<file path="config.mk">
export PLATFORM = sky130hd
export DESIGN_NAME = calc_key_entry
export DESIGN_NICKNAME = d
export VERILOG_FILES = /design/src/rtl/calc_pkg.sv /design/src/rtl/calc_key_decoder.sv /design/src/rtl/calc_key_entry.sv
export SDC_FILE = /design/constraint.sdc
export NUM_CORES = 1
export LEC_CHECK = 0
export ABC_AREA = 1
export CAP_MARGIN = 15
export CORE_MARGIN = 3
export CORE_UTILIZATION = 50
export CTS_BUF_LIST = sky130_fd_sc_hd__clkbuf_8
export DETAILED_ROUTE_END_ITERATION = 10
export PLACE_DENSITY = 0.78
export SLEW_MARGIN = 25
export SYNTH_ARGS = -nofsm -noshare
export SYNTH_HDL_FRONTEND = slang
export SYNTH_HIERARCHICAL = 1
export SYNTH_SLANG_ARGS = --single-unit
export TNS_END_PERCENT = 1
</file>
<file path="constraint.sdc">
create_clock -name i_clk -period 4.6 [get_ports i_clk]
set_clock_uncertainty 0.1 [all_clocks]
set_input_delay 0.92 -clock i_clk [delete_from_list [all_inputs] [get_ports i_clk]]
set_output_delay 0.92 -clock i_clk [all_outputs]
set_load 0.02 [all_outputs]
</file>
<file path="src/rtl/calc_pkg.sv">
// -----------------------------------------------------------------------------
// calc_pkg
//   Shared types and constants for the grid calculator keypad entry path.
//   - op_t          : operator codes driven to the ALU (ADD, SUB, MUL, AND, OR)
//   - entry_state_t : entry FSM states (OP1, OP2, EXEC, RESULT)
//   - KEY_*         : key indices on the 6-column keypad grid
//   - key_index()   : cursor position -> linear key index
// -----------------------------------------------------------------------------
package calc_pkg;

    typedef enum logic [2:0] {
        OP_ADD = 3'd0,
        OP_SUB = 3'd1,
        OP_MUL = 3'd2,
        OP_AND = 3'd3,
        OP_OR  = 3'd4
    } op_t;

    typedef enum logic [1:0] {
        ST_OP1    = 2'd0,
        ST_OP2    = 2'd1,
        ST_EXEC   = 2'd2,
        ST_RESULT = 2'd3
    } entry_state_t;

    localparam int unsigned GRID_COLS = 6;

    // Digits occupy keys 0..15; decimal entry only accepts 0..9.
    localparam logic [4:0] KEY_DEC_LAST = 5'd9;
    localparam logic [4:0] KEY_HEX_LAST = 5'd15;

    localparam logic [4:0] KEY_ADD = 5'd16;
    localparam logic [4:0] KEY_SUB = 5'd17;
    localparam logic [4:0] KEY_MUL = 5'd18;
    localparam logic [4:0] KEY_AND = 5'd19;
    localparam logic [4:0] KEY_OR  = 5'd20;
    localparam logic [4:0] KEY_CE  = 5'd21;
    localparam logic [4:0] KEY_CLR = 5'd22;
    localparam logic [4:0] KEY_EXE = 5'd23;

    // Row-major linear index; max 3*6+7 = 25 fits in 5 bits.
    function automatic logic [4:0] key_index(input logic [2:0] x, input logic [1:0] y);
        return 5'(y) * 5'(GRID_COLS) + 5'(x);
    endfunction

endpackage

</file>
<file path="src/rtl/calc_key_decoder.sv">
// -----------------------------------------------------------------------------
// calc_key_decoder
//   Combinational keypad decoder: maps the cursor position to a key class.
//   Ports:
//     i_pos_x, i_pos_y : cursor column (valid 0..5) / row (0..3)
//     i_mode           : 0 = decimal (digits A..F rejected), 1 = hexadecimal
//     o_is_digit/o_digit   : digit key and its value
//     o_is_op/o_op_code    : operator key and its op_t code
//     o_is_ce, o_is_clr, o_is_exe : control keys
//     o_valid          : the position maps to a key usable in this mode
// -----------------------------------------------------------------------------
module calc_key_decoder
    import calc_pkg::*;
(
    input  logic [2:0] i_pos_x,
    input  logic [1:0] i_pos_y,
    input  logic       i_mode,
    output logic       o_is_digit,
    output logic [3:0] o_digit,
    output logic       o_is_op,
    output logic [2:0] o_op_code,
    output logic       o_is_ce,
    output logic       o_is_clr,
    output logic       o_is_exe,
    output logic       o_valid
);

    logic [4:0] w_key;
    logic [4:0] w_rel;

    assign w_key = key_index(i_pos_x, i_pos_y);
    assign w_rel = w_key - KEY_ADD;

    always_comb begin
        o_is_digit = 1'b0;
        o_digit    = '0;
        o_is_op    = 1'b0;
        o_op_code  = '0;
        o_is_ce    = 1'b0;
        o_is_clr   = 1'b0;
        o_is_exe   = 1'b0;

        // Columns 6 and 7 are off the grid and never decode to a key.
        if (i_pos_x < 3'(GRID_COLS)) begin
            if (w_key <= KEY_HEX_LAST) begin
                if (i_mode || (w_key <= KEY_DEC_LAST)) begin
                    o_is_digit = 1'b1;
                    o_digit    = w_key[3:0];
                end
            end else if (w_key <= KEY_OR) begin
                o_is_op   = 1'b1;
                o_op_code = w_rel[2:0];
            end else if (w_key == KEY_CE) begin
                o_is_ce = 1'b1;
            end else if (w_key == KEY_CLR) begin
                o_is_clr = 1'b1;
            end else if (w_key == KEY_EXE) begin
                o_is_exe = 1'b1;
            end
        end

        o_valid = o_is_digit | o_is_op | o_is_ce | o_is_clr | o_is_exe;
    end

endmodule

</file>
<file path="src/rtl/calc_key_entry.sv">
// -----------------------------------------------------------------------------
// calc_key_entry
//   Keypad entry controller for the grid calculator. Decodes cursor presses,
//   accumulates operands, sequences operand / operator / execute and hands one
//   execute request per EXE to an external combinational ALU.
//   Ports:
//     i_clk, i_rst     : clock, synchronous active-high reset
//     i_mode           : 0 = decimal entry, 1 = hexadecimal entry
//     i_press          : 1-cycle debounced key press
//     i_pos_x, i_pos_y : cursor position
//     i_alu_result     : ALU output for (o_op1, o_op2, o_op), sampled in EXEC
//     o_op1, o_op2     : latched operands
//     o_op             : operator code (0 ADD, 1 SUB, 2 MUL, 3 AND, 4 OR)
//     o_input_screen   : value being entered, or the result in RESULT
//     o_exe_valid      : high for exactly the EXEC cycle
//     o_entry_state    : current FSM state
// -----------------------------------------------------------------------------
module calc_key_entry
    import calc_pkg::*;
#(
    parameter int unsigned MAX_HEX_DIGITS = 4,
    parameter int unsigned MAX_DEC_VALUE  = 9999
) (
    input  logic        i_clk,
    input  logic        i_rst,
    input  logic        i_mode,
    input  logic        i_press,
    input  logic [2:0]  i_pos_x,
    input  logic [1:0]  i_pos_y,
    input  logic [15:0] i_alu_result,
    output logic [15:0] o_op1,
    output logic [15:0] o_op2,
    output logic [2:0]  o_op,
    output logic [15:0] o_input_screen,
    output logic        o_exe_valid,
    output logic [1:0]  o_entry_state
);

    // A hex append is accepted while the shifted value still fits the digit budget.
    localparam logic [20:0] HEX_LIMIT = 21'(1) << (4 * MAX_HEX_DIGITS);
    localparam logic [19:0] DEC_LIMIT = 20'(MAX_DEC_VALUE);

    entry_state_t r_state;
    logic [15:0]  r_op1;
    logic [15:0]  r_op2;
    op_t          r_op;
    logic [15:0]  r_screen;
    logic         r_exe_valid;
    logic         r_mode_q;

    logic         w_is_digit;
    logic [3:0]   w_digit;
    logic         w_is_op;
    logic [2:0]   w_op_code;
    logic         w_is_ce;
    logic         w_is_clr;
    logic         w_is_exe;
    logic         w_valid;

    logic         w_key_hit;
    logic [19:0]  w_hex_tmp;
    logic [19:0]  w_dec_tmp;
    logic         w_app_ok;
    logic [15:0]  w_app_val;
    logic         w_soft_clr;

    calc_key_decoder u_decoder (
        .i_pos_x    (i_pos_x),
        .i_pos_y    (i_pos_y),
        .i_mode     (i_mode),
        .o_is_digit (w_is_digit),
        .o_digit    (w_digit),
        .o_is_op    (w_is_op),
        .o_op_code  (w_op_code),
        .o_is_ce    (w_is_ce),
        .o_is_clr   (w_is_clr),
        .o_is_exe   (w_is_exe),
        .o_valid    (w_valid)
    );

    assign w_key_hit = i_press & w_valid;

    // Candidate next entry values; both are computed wide so no wrap can hide an overflow.
    assign w_hex_tmp = {r_screen, w_digit};
    assign w_dec_tmp = 20'(r_screen) * 20'd10 + 20'(w_digit);
    assign w_app_ok  = i_mode ? ({1'b0, w_hex_tmp} < HEX_LIMIT) : (w_dec_tmp <= DEC_LIMIT);
    assign w_app_val = i_mode ? w_hex_tmp[15:0] : w_dec_tmp[15:0];

    // Mode edge, CLR, and CE-in-RESULT all collapse to the reset image.
    // The mode edge wins over any press in the same cycle, including in EXEC.
    assign w_soft_clr = (i_mode != r_mode_q) ||
                        (w_key_hit && (r_state != ST_EXEC) &&
                         (w_is_clr || (w_is_ce && (r_state == ST_RESULT))));

    always_ff @(posedge i_clk) begin
        if (i_rst || w_soft_clr) begin
            r_state     <= ST_OP1;
            r_op1       <= '0;
            r_op2       <= '0;
            r_op        <= OP_ADD;
            r_screen    <= '0;
            r_exe_valid <= 1'b0;
            r_mode_q    <= i_mode;
        end else begin
            case (r_state)
                ST_OP1: begin
                    if (w_key_hit) begin
                        if (w_is_digit) begin
                            if (w_app_ok) begin
                                r_screen <= w_app_val;
                            end
                        end else if (w_is_op) begin
                            r_op1    <= r_screen;
                            r_op     <= op_t'(w_op_code);
                            r_screen <= '0;
                            r_state  <= ST_OP2;
                        end else if (w_is_ce) begin
                            r_screen <= '0;
                        end
                    end
                end

                ST_OP2: begin
                    if (w_key_hit) begin
                        if (w_is_digit) begin
                            if (w_app_ok) begin
                                r_screen <= w_app_val;
                            end
                        end else if (w_is_op) begin
                            r_op <= op_t'(w_op_code);
                        end else if (w_is_ce) begin
                            r_screen <= '0;
                        end else if (w_is_exe) begin
                            r_op2       <= r_screen;
                            r_exe_valid <= 1'b1;
                            r_state     <= ST_EXEC;
                        end
                    end
                end

                // Operands are stable here, so the combinational ALU output is valid.
                ST_EXEC: begin
                    r_screen    <= i_alu_result;
                    r_exe_valid <= 1'b0;
                    r_state     <= ST_RESULT;
                end

                ST_RESULT: begin
                    if (w_key_hit) begin
                        if (w_is_digit) begin
                            r_op1    <= '0;
                            r_op2    <= '0;
                            r_op     <= OP_ADD;
                            r_screen <= {12'b0, w_digit};
                            r_state  <= ST_OP1;
                        end else if (w_is_op) begin
                            r_op1    <= r_screen;
                            r_op     <= op_t'(w_op_code);
                            r_screen <= '0;
                            r_state  <= ST_OP2;
                        end
                    end
                end

                default: begin
                    r_state <= ST_OP1;
                end
            endcase
        end
    end

    assign o_op1          = r_op1;
    assign o_op2          = r_op2;
    assign o_op           = r_op;
    assign o_input_screen = r_screen;
    assign o_exe_valid    = r_exe_valid;
    assign o_entry_state  = r_state;

endmodule

</file>
After elaboration in Yosys (flattened, before gate mapping)
Index checks and enable logic that the tools add are counted.
W data, S select, Z words.
- bitwise gates (word level): 5
- equal/unequal tests: 21
- add/sub/neg operators: 3
- magnitude comparators: 6
- reductions and logical operators: 19
- mux-type cells: 78
- shifts and indexed selects: 0
- multiply operators: 2
- div/mod/pow operators: 0
- operators with widths (operator ; count):
    $mux W16 ; 24
    $pmux W16 S2 ; 2
    $pmux W16 S4 ; 1
    $mux W1 ; 27
    $mux W3 ; 8
    $add A20 B4 Y20 ; 1
    $le A20 B14 Y1 const B ; 1
    $lt A20 B17 Y1 const B ; 1
    $mux W2 ; 10
    $mul A16 B3 Y19 const B ; 1
    $ne A2 B2 Y1 const B ; 9
    $reduce_and A8 Y1 ; 2
    $eq A5 B5 Y1 const B ; 3
    $mux W4 ; 3
    $le A5 B4 Y1 const B ; 2
    $pmux W2 S4 ; 1
    $reduce_and A4 Y1 ; 2
    $reduce_bool A2 Y1 ; 4
    $ne A2 B1 Y1 const B ; 3
    $pmux W3 S2 ; 1
    $reduce_and A6 Y1 ; 1
    $add A5 B3 Y5 ; 1
    $le A5 B5 Y1 const B ; 1
    $reduce_and A5 Y1 ; 1
    other kinds (15) ; 24
- word-level logic and storage cells: 141
- memory bits (writable): 0
- input bits: 25
- ROM bits: 0
- latch bits: 0
- memories: 0
- flip-flop bits (word level): 55
- output and inout port bits: 54

Depth between registers and ports, before layout
Gate-level depths: netlist (run 1).
- word-level depth: 16
- gate-level depth with buffers: 35
- mapped depth without buffers: 34

By module
Netlist (run 1), hierarchy kept.
- modules (own cells, without submodules) (module ; cells each ; area an instance (µm²) ; instances):
    calc_key_entry ; 717 ; 4598.2 ; 1
    calc_key_decoder ; 60 ; 300.3 ; 1

Worst setup path after synthesis (run 1)
Ideal clock, no wire load.
- kind: input to register
- start: in i_pos_y[0]
- end: reg r_screen[8], in the netlist o_input_screen[8]
- slack: -0.016 ns
- stages on the path: 33
- path buffers: 1
- arrival: 4.388 ns
- cell sequence: inv_1 ha_1 fa_1 nand2_1 nand2_1 nor2_1 nor2_1 nand2_2 nor2_1 ha_1 fa_1 nand2_1 nand2_1 nand3_1 nor2_1 nand3_1 nor2_2 nand2_2 clkinv_2 nand2_1 nand2_2 nor2_1 nand2_1 nand2_1 nor2_2 nand3_4 nand2_4 buf_12 nand2_1 nand3_1 nand2_1 nand2_1 a21oi_2
- elaborated cells between the ends (all ways): 66
- those cells by class: add/sub: 2; mul: 1; order compare: 5; eq/ne: 8; mux: 37; bitwise: 5; reduce/logical: 8
- RTL lines (item ; line ; RTL):
    from (decl) ; calc_key_entry.sv:29 ; input logic [1:0] i_pos_y,
    $mul A2 B2 Y4 (*) ; calc_pkg.sv:43 ; return 5'(y) * 5'(GRID_COLS) + 5'(x);
    $add A5 B3 Y5 (*) ; calc_pkg.sv:43 ;
    $le A5 B4 Y1 ; calc_key_decoder.sv:46 ; if (i_mode || (w_key <= KEY_DEC_LAST)) begin
    $logic_or A1 B1 Y1 ; calc_key_decoder.sv:46 ;
    $mux W4 ; calc_key_decoder.sv:46 ;
    $mux W4 (*) ; calc_key_decoder.sv:45 ; if (w_key <= KEY_HEX_LAST) begin
    $mux W4 (*) ; calc_key_decoder.sv:44 ; if (i_pos_x < 3'(GRID_COLS)) begin
    via w_digit[1] ; calc_key_entry.sv:52 ; logic [3:0] w_digit;
    $add A20 B4 Y20 ; calc_key_entry.sv:85 ; assign w_dec_tmp = 20'(r_screen) * 20'd10 + 20'(w_digit);
    $le A20 B14 Y1 ; calc_key_entry.sv:86 ; assign w_app_ok = i_mode ? ({1'b0, w_hex_tmp} < HEX_LIMIT) : (w_dec_tmp <= DEC_LIMIT);
    $mux W1 ; calc_key_entry.sv:86 ;
    $mux W16 (*) ; calc_key_entry.sv:109, calc_key_entry.sv:126 ;
    $mux W16, on equally long branches ; calc_key_entry.sv:125, calc_key_entry.sv:108 ;
    $mux W16, on equally long branches ; calc_key_entry.sv:124, calc_key_entry.sv:107 ;
    $pmux W16 S4 (*) ; calc_key_entry.sv:105 ; case (r_state)
    to (signal assigned) ; calc_key_entry.sv:110 ; r_screen <= w_app_val;
    to (signal assigned) ; calc_key_entry.sv:127 ; r_screen <= w_app_val;
    to (signal assigned) ; calc_key_entry.sv:143 ; r_screen <= i_alu_result;
    to (decl) ; calc_key_entry.sv:47 ; logic [15:0] r_screen;
Mark *: on every way through the listed nets, which the timed path passes. The rest lies on a longest branch. The select of a mux whose other input is x is not followed.
A chain may end at the register's enable or synchronous reset.

Worst setup path after layout (run 1)
- start: in i_pos_y[1]
- end: reg r_screen[7], in the netlist o_input_screen[7]
The elaborated chain is that of the path after synthesis.

==> flow_summary_export.csv, run 1 <==
group,metric,value,unit
run_status,status,"finished clean",
setup_path,path_delay_family,"simple AND/OR/NAND/NOR gates",
grt,gr-total-overflow,0,
place,place_ws,-741,ps
cells_and_area,stdcell_count,1021,
routing,via_count,5760,
power,p_int,0.875,mW
setup_path,slowest_stage,"fa_2",
logic_synthesis,ys_async_sr_fraction,0,%
grt,grt_pass1_wl,25200,um
cells_and_area,nNetsFinal,954,
sta,slew_headroom,51.7,%
sta,grt_setup_unrepaired,"true",
place,post-dp-hpwl,11700,um
sta,drv_slew,0,
cells_and_area,final_layout_size_suffix_gt1_share,19.2,%
setup_path,crit_path_frequent_cell,"nand2_1",
min_path,holdPathStages,2,
routing,wl_per_cell,15.7,um
min_path,hp-class,"flop to flop",
clocking,cts_tree,"built",
power,switching_power,0.621,mW
clocking,cts.htree.levels,2,
routing,via_per_inst,5.64,
sta,post-route-min-period,4540,ps
floorplan,core,9370,um^2
cells_and_area,diodes,0,
routing,drc,0,
grt,first_global_vias,5308,
floorplan,die_height,105,um
sta,finalCritPeriodShare,98.6,%
cells_and_area,postLayoutCoreUtil,69.0,%
setup_path,crit_fanout,6,
sta,setup_viol,0,
setup_path,required,4760,ps
clocking,clk_pin_slew,110,ps
floorplan,num_rows,35,
power,comb_power_share,46.1,%
grt,grt_start_max_net_pins,33,
grt,grtUsageTotal,27.2,%
routing,first_pass_iters,5,
clocking,root_buffer,"clkbuf_8",
logic_synthesis,yosysSeqAreaShare,22.7,%
logic_synthesis,syn-instance-count,777,
setup_path,max_stage_delay,550,ps
routing,ant_nets,0,
clocking,numCtsBuffers,5,
setup_path,cp.depth,31,
power,irDropWorstVdd,148,uV
clocking,cts.path.max_buffers,2,
logic_synthesis,syn_avg_cell_area,6.30,um^2
setup_path,worstSetupStartpointType,"primary input",
power,pwr-share-clk,19.1,%
grt,antenna_found_initial,0,
logic_synthesis,synth.most_common_cell,"nand2_1",
place,place_inst,1002,
logic_synthesis,synth_common_cells,"nand2_1 (191), nor2_1 (93), inv_1 (79)",
setup_path,crit_arrival,4700,ps
sta,fmax,220,MHz
cells_and_area,syn2layout_area_growth,32.0,%
power,power.density,231,nW/um^2
power,p_total,1.50,mW
sta,tns,0,ps
floorplan,pin_count,79,
routing,drt-total-wl,16000,um
logic_synthesis,synth_nets,840,
logic_synthesis,synth_top_cell_by_area,"dfxtp_1",
logic_synthesis,synth.yosys.warnings,6,
logic_synthesis,synth-seq-cells,55,
sta,tightest_slew,723,ps
clocking,cts.sinks,55,
logic_synthesis,synth_area_leaders,"dfxtp_1 (22%), nand2_1 (15%), ha_1 (8.9%), nand3_1 (7.8%), nor2_1 (7.1%)",
clocking,worst_skew_pair.late_latency,310,ps
run,maxCapViolCount,0,
logic_synthesis,synth_edf_count,1,
floorplan,start_util,52.3,%
logic_synthesis,synthesis.area,4900,um^2
floorplan,fp.dieArea,11000,um^2
power,p_leak,2.97,nW
power,p_seq_share,34.8,%
floorplan,dieWidth,105,um
setup_path,r2r_cells,24,
logic_synthesis,synthDistinctLibCells,46,
logic_synthesis,synth_ff_type,"dfxtp_1",
logic_synthesis,synth_top_cell_area_share,22.1,%
setup_path,endpoint_kind,"flop",
sta,hold_violations,0,
setup_path,worst-path-buf-inv,3,
place,place.gp.congestion,0.928,
cells_and_area,fill_cells,858,
power,swShare,41.5,%
routing,drtIter0Drc,465,
setup_path,critPathKind,"primary input to flop",
place,port_buffers,78,
sta,setup_ws,63.0,ps
-- layout make-up --
class,instances,area [um^2],share of cell area [%]
multi-input cells,611,3570,55.2
repair buffers,130,1190,18.4
flip-flops and latches,55,1110,17.2
inverters,88,338,5.22
well taps,129,161,2.50
clock buffers,5,68.8,1.06
clock inverters,3,27.5,0.426
-- kinds of logic after synthesis --
family / count (synthesis) / share of synthesized area, %
simple gates: 417 / 37.9
compound gates: 149 / 18.0
buf+inv: 112 / 10.2
flops: 55 / 22.7
fa+ha+maj: 38 / 10.2
xor+xnor: 4 / 0.715
mux: 2 / 0.409
-- power groups by stage --
| stage | Clock, mW | Combinational (mW) | Sequential (mW) |
|---|---|---|---|
| final | 0.285 | 0.689 | 0.521 |
| after detailed placement | 0 | 0.592 | 0.531 |
| after CTS | 0.285 | 0.611 | 0.520 |
| after global routing | 0.306 | 0.749 | 0.523 |
| after global placement | 0 | 0.579 | 0.531 |
| after floorplan | 0 | 0.401 | 0.531 |
-- layout by cell type, fill, tap and decap left out, types with 2 or more instances in the layout --
cell type | synthesis | routed
inv_4 | 0 | 3
clkdlybuf4s50_1 | 0 | 74
nand3_2 | 7 | 20
nor2_1 | 93 | 83
nor2_2 | 8 | 10
inv_2 | 4 | 5
nand3_1 | 76 | 62
clkbuf_8 | 1 | 5
mux2i_1 | 2 | 2
fa_2 | 0 | 2
a31oi_1 | 5 | 5
nor3_1 | 10 | 10
ha_1 | 35 | 30
ha_4 | 0 | 5
nand2_2 | 18 | 33
o21ai_0 | 49 | 49
a221oi_1 | 4 | 4
dfxtp_1 | 54 | 54
nand2_1 | 191 | 175
buf_6 | 3 | 3
nand2_4 | 2 | 3
a211oi_1 | 16 | 16
xor2_1 | 3 | 3
clkinv_1 | 3 | 3
nor2_4 | 3 | 11
o21ai_1 | 2 | 2
nand3_4 | 1 | 2
a32oi_1 | 2 | 2
a21oi_2 | 11 | 12
o31ai_1 | 2 | 2
o211ai_1 | 3 | 3
nand4_1 | 5 | 5
buf_4 | 0 | 49
inv_1 | 79 | 77
a21oi_1 | 51 | 50
-- routing by layer --
metal	wire length, um	track usage, %	part of all wire, %
met4	333	5.72	2.1
met3	1250	3.58	7.8
met2	7710	48.4	48
met1	6690	35.0	42
met5	0	0	0
-- sequential cells by signal, summed over array words and instances (netlist names) --
register and flops:
o_input_screen 16, o_op1 16, o_op2 16, o_op 3, o_entry_state 2, o_exe_valid 1, r_mode_q 1
-- worst min-delay path, cell delays in order (launching register included) --
cell	delay, ps
dfxtp_1	320
nor2_1	100
a211oi_1	50
-- metrics by stage --
step                hold slack, ps  area (um^2)
finish                         408         6470
global route                   433         6470
CTS                            412         6210
detailed placement             396         6010
global placement               392         6010
floorplan                      470         4900
-- final timing paths --
kind | startpoint | slack [ps] | end
max | i_pos_y[1] | 60 | o_input_screen[7]
min | o_op1[2] | 410 | o_op1[2]
max reg2reg | o_input_screen[3] | 510 | o_input_screen[7]
min reg2reg | o_op1[2] | 410 | o_op1[2]
-- timing repair --
item | in CTS | in global routing
buffers inserted | 4 | 6
hold endpoints to repair | 0 | 0
cloned | 0 | 1
endpoints found under the setup margin | 16 | 16
pin swaps | 19 | 53
gates resized for setup | 28 | 55
hold buffers | 0 | 0
Note: power is estimated with default switching activity, not from simulation.
==> run 2: changes to the inputs <==
Settings changed: SLEW_MARGIN 25 to 20.
==> results of run 2 <==
Same layout as run 1: the final DEF is identical, and so are final timing and power.
==> run 3: changes to the inputs <==
Settings changed: ABC_AREA 1 to default, PLACE_DENSITY 0.78 to 0.79, REMOVE_ABC_BUFFERS from default to 1.
==> run 3 against run 2 <==
The run now ends with negative setup slack left. Sequential share of layout area is 0.89 points higher. Utilization is 0.49 points higher. Via count is 13% lower. Maximum frequency is 14% lower. Largest cell class unchanged. Critical endpoint is now o_input_screen[3]. Register-to-register slack worse by 190 ps. Power is 33% lower. Highest routed layer unchanged. Worst hold slack worse by 48 ps.
==> flow_summary_export.csv, run 3 <==
group,metric,value,unit
grt,grtUsageTotal,26.1,%
cells_and_area,syn2layout_area_growth,33.0,%
sta,fmax,189,MHz
power,pwr-share-clk,28.1,%
setup_path,crit_arrival,5390,ps
sta,setup_viol,16,
grt,grt_busiest_layer,"met2",
cells_and_area,stdcell_count,819,
sta,slew_headroom,44.1,%
sta,post-route-min-period,5290,ps
cells_and_area,nNetsFinal,773,
cells_and_area,final_cell_mix,"clkdlybuf4s50_1 (78), nand2_1 (68), buf_4 (62), nor2_1 (59), dfxtp_1 (54)",
setup_path,required,4700,ps
power,switching_power,0.298,mW
power,comb_power_share,23.5,%
floorplan,dieWidth,102,um
routing,drtIter0Drc,277,
setup_path,endpoint_kind,"flop",
setup_path,crit_fanout,6,
clocking,cts.sinks,55,
sta,grt_setup_unrepaired,"true",
grt,first_global_vias,4716,
logic_synthesis,synth_top_cell_area_share,23.4,%
cells_and_area,final_layout_size_suffix_gt1_share,16.2,%
power,p_leak,2.46,nW
clocking,holdBufCountCts,0,
floorplan,pin_count,79,
clocking,cts_tree,"built",
grt,use_met3,3.82,%
routing,via_per_inst,6.10,
power,irDropWorstVdd,136,uV
clocking,cts.path.max_buffers,2,
logic_synthesis,synth.yosys.warnings,6,
logic_synthesis,synth_top_cell_by_area,"dfxtp_1",
power,p_int,0.698,mW
logic_synthesis,synthesis.area,4620,um^2
sta,finalCritPeriodShare,115,%
place,place_inst,804,
clocking,numCtsBuffers,5,
sta,setup_ws,-691,ps
logic_synthesis,synth-seq-cells,55,
cells_and_area,diodes,0,
power,power.density,162,nW/um^2
clocking,worst_skew_pair.late_latency,310,ps
grt,grt_pass1_wl,22200,um
logic_synthesis,synth_common_cells,"nand2_1 (68), nor2_1 (59), dfxtp_1 (54)",
setup_path,critPathKind,"primary input to flop",
power,p_seq_share,48.3,%
logic_synthesis,synth_ff_type,"dfxtp_1",
min_path,hp-class,"flop to flop",
setup_path,rrSetupSlack,320,ps
grt,grt_start_max_net_pins,33,
floorplan,num_rows,34,
grt,use_met2,46.1,%
sta,drv_slew,0,
clocking,clk_pin_slew,110,ps
routing,drt-total-wl,13800,um
sta,hold_violations,0,
logic_synthesis,ys_async_sr_fraction,0,%
place,port_buffers,78,
place,place_area,5890,um^2
floorplan,die_height,102,um
routing,wl_per_cell,16.9,um
grt,gr-total-overflow,0,
place,post-dp-hpwl,10800,um
floorplan,fp.dieArea,10400,um^2
logic_synthesis,syn-instance-count,586,
logic_synthesis,synth_edf_count,1,
run_status,violations,"negative setup slack",
place,place.gp.congestion,0.893,
clocking,cts.htree.levels,2,
floorplan,core,8850,um^2
setup_path,worstSetupStartpointType,"primary input",
power,swShare,30.0,%
sta,tightest_slew,833,ps
logic_synthesis,synth.most_common_cell,"nand2_1",
floorplan,start_util,52.2,%
grt,use_met1,32.7,%
cells_and_area,final_common_cell,"clkdlybuf4s50_1",
clocking,root_buffer,"clkbuf_8",
cells_and_area,postLayoutCoreUtil,69.5,%
routing,via_count,4996,
routing,drc,0,
logic_synthesis,yosysSeqAreaShare,24.0,%
grt,antenna_found_initial,0,
run,maxCapViolCount,0,
routing,ant_nets,0,
run_status,status,"finished with violations",
logic_synthesis,syn_avg_cell_area,7.89,um^2
logic_synthesis,synthDistinctLibCells,91,
cells_and_area,postLayoutCellArea,6150,um^2
routing,first_pass_iters,5,
logic_synthesis,synth_area_leaders,"dfxtp_1 (23%), ha_1 (9.5%), nand2_1 (5.5%), a21oi_1 (5.1%), nor2_1 (4.8%)",
-- run 3: changes by cell type after synthesis, sizes merged, moves of 13 or more --
cell / previous run / this run
nand3: 84 / 38
nand2: 211 / 70
nor2: 104 / 61
a211oi: 16 / 3
inv: 83 / 19
o21ai: 52 / 26
mux2i: 2 / 20
a21oi: 62 / 49
-- run 3: critical path, cell delays in order --
cell and delay [ps]:
clkdlybuf4s50_1 480, inv_1 70, ha_4 270, inv_1 40, ha_1 280, a21o_4 230
and3_4 180, o211a_4 230, nor2b_4 140, ha_1 270, a21o_1 180, a21o_1 180
and2_1 170, nand4b_1 240, buf_4 170, nor4b_4 230, o21ai_2 110, a221oi_4 350
nor4_4 60, buf_6 140, buf_4 130, o211ai_1 170, o221ai_1 130
-- run 3: path summary, 6_finish.rpt --
check / start / end / cells past startpoint
worst min register to register: o_op2[10] / o_op2[10] / 2
worst max-delay path: i_pos_y[0] / o_input_screen[3] / 23
worst max register to register: o_input_screen[2] / o_input_screen[3] / 15
worst min-delay path: o_op2[10] / o_op2[10] / 2
-- run 3: kinds of logic (layout without fill, tap and decap cells) --
logic type	count (synthesis)	in the layout	synth area share, %
mux	21	21	4.57
xor+xnor	15	15	3.41
fa+ha+maj	38	38	10.8
compound gates	163	163	25.0
simple gates	247	247	28.1
buf+inv	47	172	4.11
flops	55	55	24.0
-- run 3: repair_timing --
item / in CTS / in global routing
resized for setup: 10 / 8
pin swaps: 15 / 5
endpoints found under the hold margin: 0 / 0
endpoints found under the setup margin: 16 / 16
buffers inserted: 7 / 1
-- run 3: stage by stage --
stage          hold slack [ps]  setup TNS [ps]  total power [mW]  setup slack (ps)
6_report                   360          -10580             0.996              -691
4_1_cts                    359          -10090             0.996              -668
3_5_place_dp               345          -17730             0.718             -1160
5_1_grt                    378          -13780              1.04              -920
3_3_place_gp               343          -15480             0.712             -1000
2_1_floorplan              430          -22970             0.613              -899
-- run 3: metal layers --
metal | part of all wire (%) | up-vias
met2 | 49 | 198
met3 | 6.6 | 31
met5 | 0 | -
li1 | - | 2408
met4 | 3.0 | 0
met1 | 42 | 2359
-- run 3: area by class of cell --
| type | count | area (um^2) |
|---|---|---|
| Multi-Input combinational cell | 484 | 3430 |
| Fill cell | 754 | 2700 |
| Timing Repair Buffer | 144 | 1310 |
| Sequential cell | 55 | 1110 |
| Tap cell | 108 | 135 |
| Inverter | 20 | 75.1 |
| Clock buffer | 5 | 68.8 |
| Clock inverter | 3 | 23.8 |
-- run 3: power groups by stage --
stage / registers (mW) / logic [mW] / clock network, mW
floorplan: 0.494 / 0.119 / 0
global placement: 0.492 / 0.220 / 0
detailed placement: 0.492 / 0.226 / 0
CTS: 0.481 / 0.233 / 0.281
global route: 0.482 / 0.256 / 0.303
finish: 0.481 / 0.234 / 0.280
